==> config.mk <==
export PLATFORM = sky130hd
export DESIGN_NAME = traffic_light
export DESIGN_NICKNAME = d
export VERILOG_FILES = /design/src/rtl/traffic_light_pkg.sv /design/src/rtl/tl_dwell_timer.sv /design/src/rtl/traffic_light.sv
export SDC_FILE = /design/constraint.sdc
export NUM_CORES = 1
export LEC_CHECK = 0
export ABC_AREA = 1
export CAP_MARGIN = 0
export CORE_AREA = 2 2 39 41
export CTS_CLUSTER_SIZE = 24
export DETAILED_ROUTE_END_ITERATION = 12
export DIE_AREA = 0 0 41 43
export GPL_TIMING_DRIVEN = 0
export PLACE_DENSITY = 0.41
export SYNTH_ARGS = -nofsm -noshare
export SYNTH_HDL_FRONTEND = slang
export SYNTH_SLANG_ARGS = --single-unit
==> constraint.sdc <==
create_clock -name clk -period 1.16 [get_ports clk]
set_clock_uncertainty 0.1 [all_clocks]
set_input_delay 0.232 -clock clk [delete_from_list [all_inputs] [get_ports clk]]
set_output_delay 0.232 -clock clk [all_outputs]
set_load 0.05 [all_outputs]
==> src/rtl/traffic_light_pkg.sv <==
// Shared phase encoding and helpers for the traffic-light controller.
package traffic_light_pkg;

    typedef enum logic [1:0] {
        ST_RED    = 2'b00,
        ST_GREEN  = 2'b01,
        ST_YELLOW = 2'b10,
        ST_BAD    = 2'b11
    } phase_t;

    function automatic int max3(input int a, input int b, input int c);
        int m;
        m = (a > b) ? a : b;
        return (m > c) ? m : c;
    endfunction

    // Dwell counter width; a single bit even when every phase lasts one cycle.
    function automatic int dwell_width(input int a, input int b, input int c);
        int m;
        m = max3(a, b, c);
        return (m > 1) ? $clog2(m) : 1;
    endfunction

    function automatic phase_t next_phase(input phase_t p);
        case (p)
            ST_RED:    return ST_GREEN;
            ST_GREEN:  return ST_YELLOW;
            ST_YELLOW: return ST_RED;
            default:   return ST_RED;
        endcase
    endfunction

endpackage

==> src/rtl/tl_dwell_timer.sv <==
// Up-counter that pulses done on reaching the terminal count, then wraps to zero.
module tl_dwell_timer #(
    parameter int W = 2
) (
    input  logic         clk,
    input  logic         rst,
    input  logic         clear,
    input  logic [W-1:0] terminal,
    output logic         done,
    output logic [W-1:0] count
);

    assign done = (count == terminal);

    // NOTE: sequential state uses non-blocking assignments so every register samples pre-edge values.
    always_ff @(posedge clk) begin
        if (rst || clear || done) begin
            count <= '0;
        end else begin
            count <= count + W'(1);
        end
    end

endmodule

==> src/rtl/traffic_light.sv <==
// Moore traffic-light FSM: RED -> GREEN -> YELLOW -> RED with per-phase dwell lengths.
module traffic_light
    import traffic_light_pkg::*;
#(
    parameter int RED_CYCLES    = 3,
    parameter int GREEN_CYCLES  = 3,
    parameter int YELLOW_CYCLES = 1
) (
    input  logic       clk,
    input  logic       rst,
    output logic [1:0] state,
    output logic       red,
    output logic       green,
    output logic       yellow
);

    localparam int W = dwell_width(RED_CYCLES, GREEN_CYCLES, YELLOW_CYCLES);
    localparam logic [W-1:0] TC_RED    = W'(RED_CYCLES - 1);
    localparam logic [W-1:0] TC_GREEN  = W'(GREEN_CYCLES - 1);
    localparam logic [W-1:0] TC_YELLOW = W'(YELLOW_CYCLES - 1);

    if (RED_CYCLES < 1 || GREEN_CYCLES < 1 || YELLOW_CYCLES < 1) begin : g_bad_param
        $fatal(1, "traffic_light: every phase duration must be >= 1");
    end

    phase_t         state_q;
    phase_t         state_d;
    logic [W-1:0]   terminal;
    logic [W-1:0]   count;
    logic           done;
    logic           clear;

    // An upset into the unused encoding also restarts the dwell timer.
    assign clear = (state_q == ST_BAD);

    tl_dwell_timer #(.W(W)) u_timer (
        .clk      (clk),
        .rst      (rst),
        .clear    (clear),
        .terminal (terminal),
        .done     (done),
        .count    (count)
    );

    // NOTE: defaults are assigned first so no path through this block can infer a latch.
    always_comb begin
        state_d  = state_q;
        terminal = '0;
        case (state_q)
            ST_RED:    terminal = TC_RED;
            ST_GREEN:  terminal = TC_GREEN;
            ST_YELLOW: terminal = TC_YELLOW;
            default:   terminal = '0;
        endcase
        if (clear) begin
            state_d = ST_RED;
        end else if (done) begin
            state_d = next_phase(state_q);
        end
    end

    always_ff @(posedge clk) begin
        if (rst) begin
            state_q <= ST_RED;
        end else begin
            state_q <= state_d;
        end
    end

    assign state  = state_q;
    assign red    = (state_q == ST_RED);
    assign green  = (state_q == ST_GREEN);
    assign yellow = (state_q == ST_YELLOW);

endmodule

==> metrics.yaml <==
status:
  outcome: "finished, violations left"
  violations: "negative setup slack"
power_and_ir_drop:
  p_per_area_nw_per_um2: 1200
  p_leak_nw: 0.161
  ir_drop_mv: 0.410
place:
  dpl_cell_area_um2: 294
  dp_hpwl_um: 336
  port_buffers: 6
  gp_congestion: 0.666
sta:
  finalSetupViolCount: 4
  worst_slew_pin_slew_ns: 0.248
  holdWs_ns: 0.467
  max_freq_mhz: 793
  setup_slack_ns: -0.101
  hold_viol: 0
  maxSlewHeadroom: 0.836
  period_minus_slack_ns: 1.26
  maxSlewViolCount: 0
  grt_setup_unrepaired: "yes"
  finalCritPeriodShare: 1.09
global_routing:
  grt-ovfl-total: 0
  grt_pass1_vias: 207
  grt_pass1_wl_um: 738
  track_usage: 0.0671
  grt_antenna_before_repair: 0
  grt_max_degree: 6
die:
  die_x_um: 41
  core_region_area_um2: 1380
  die_y_um: 43
  initial_core_util: 0.137
  dieArea_um2: 1760
  io-pin-count: 7
  num_rows: 14
min_path:
  hp-class: "flip-flop to flip-flop"
routing:
  wl_met1_um: 189
  wl_um: 466
  via_per_inst: 4.04
  postRouteAntennaNets: 0
  top_layer: "met3"
  wl_met2_um: 239
  drc: 0
  num_vias: 230
  drtPass1Iterations: 1
  post_drt_wl_per_cell_um: 8.18
  route.met3.wl_um: 37
  drt_iter0_drc: 0
setup_path:
  arrival_ns: 0.93
  crit_buf_inv: 2
  critPathMaxStageDelay_ns: 0.40
  cp_top_family: "flip-flops"
  critPathMaxFanout: 5
  worstPathRequired_ns: 0.83
  ff2ff_setup_slack_ns: 0.08
  crit_path_cell_trace: "inv_4 > nor2_4 > buf_8"
  end_kind: "primary output"
  setup.worst_path.class: "flip-flop to primary output"
  startpoint_type: "flip-flop"
  critPathSlowestCell: "dfxtp_4"
cells_and_area:
  diodes: 0
  stdcell_area_um2: 367
  drive_gt1_frac: 0.537
  syn_to_final_growth_pct: 94.0
  nets: 44
clock_tree:
  tritoncts: "yes"
  cts.sinks: 4
  clockBufferDepth: 2
  cts-htree-levels: 1
  clkSlewWorstSetupHoldPaths_ns: 0.04
  holdBufCountCts: 0
  clockRootBuffer: "clkbuf_4"
  cts_inserted_buffers: 3
  clk_latency_ns: 0.24
synth:
  syn-num-nets: 29
  yosys_warnings: 0
  syn_inst: 27
  avgSynthCellArea_um2: 7.00
  synth_cell_types: 12
  ys_seq_elements: 4
  syn_area_um2: 189
  synth-seq-area-share: 0.424
run:
  cap_violations: 0
layout make-up:
class	instances	area, um2
fillers	160	1020
multi-input cells	18	114
repair buffers	10	97.6
flip-flops and latches	4	87.6
clock buffers	4	26.3
inverters	5	21.3
well taps	16	20.0
kinds of logic (layout without fill, tap and decap cells):
group,Yosys count,in the layout,synth area share
flops,4,4,0.424
compound gates,5,5,0.166
simple gates,13,13,0.311
buf+inv,5,19,0.0993
path summary, 6_finish.rpt:
kind	startpoint	to	depth (start not counted)
min reg2reg	u_timer.count[0]	u_timer.count[1]	2
min	u_timer.count[0]	u_timer.count[1]	2
max	state[1]	yellow	3
max reg2reg	state[1]	state[1]	3
worst register-to-register path: stages, from the launching register on:
cell,delay [ns]
dfxtp_4,0.37
buf_4,0.16
a21oi_2,0.19
a21boi_2,0.19
placed cells by master, fill, tap and decap left out, types with 2 or more instances in the layout:
| cell | Yosys | routed |
|---|---|---|
| buf_4 | 0 | 4 |
| buf_8 | 0 | 2 |
| nor2_1 | 4 | 2 |
| nand2_1 | 4 | 4 |
| o21ai_1 | 2 | 2 |
| dfxtp_1 | 4 | 2 |
| nand3_1 | 3 | 3 |
| nor2_4 | 0 | 3 |
| clkbuf_4 | 0 | 3 |
| dfxtp_4 | 0 | 2 |
| inv_1 | 3 | 2 |
| buf_6 | 0 | 2 |
| inv_2 | 2 | 2 |
routing by layer:
layer	up-vias	track usage
met2	5	0.0969
met3	0	0.0157
met4	0	0.0800
met5	-	0
met1	108	0.0671
li1	117	-
power by group:
group	total, W	switching [W]	internal (W)
logic	0.0000938	0.0000561	0.0000377
clock network	0.000187	0.0000581	0.000129
registers	0.000158	0.0000131	0.000145
total	0.000439	0.000127	0.000312
repair_timing:
action,4_1_cts,5_1_grt
setup endpoints to repair,5,6
hold endpoints to repair,0,0
buffers inserted,3,1
pin swaps,0,2
gates resized for setup,35,3
metrics by stage:
step                total power, W  setup TNS [ns]  worst slack (ns)   util  cells
CTS                       0.000449          -0.388            -0.111  0.251     56
floorplan                 0.000220          -0.141            -0.120      -     27
detailed placement        0.000246           -2.44            -0.571  0.212     49
finish                    0.000439          -0.317            -0.101  0.265     57
global route              0.000472          -0.461            -0.146  0.265     57
global placement          0.000245           -2.39            -0.568  0.212     49
state kept, by name, indices dropped and copies added, names as in the netlist:
signal and cells:
state 2, u_timer.count 2
synthesized netlist by cell type (all sizes together):
cell	count	area share
nor2	5	0.11
nand3	3	0.079
dfxtp	4	0.42
nand2	4	0.079
a21boi	1	0.040
a21oi	2	0.073
inv	5	0.099
nand3b	1	0.040
o21ai	2	0.053
No activity file was read; power rests on OpenSTA's default activity.
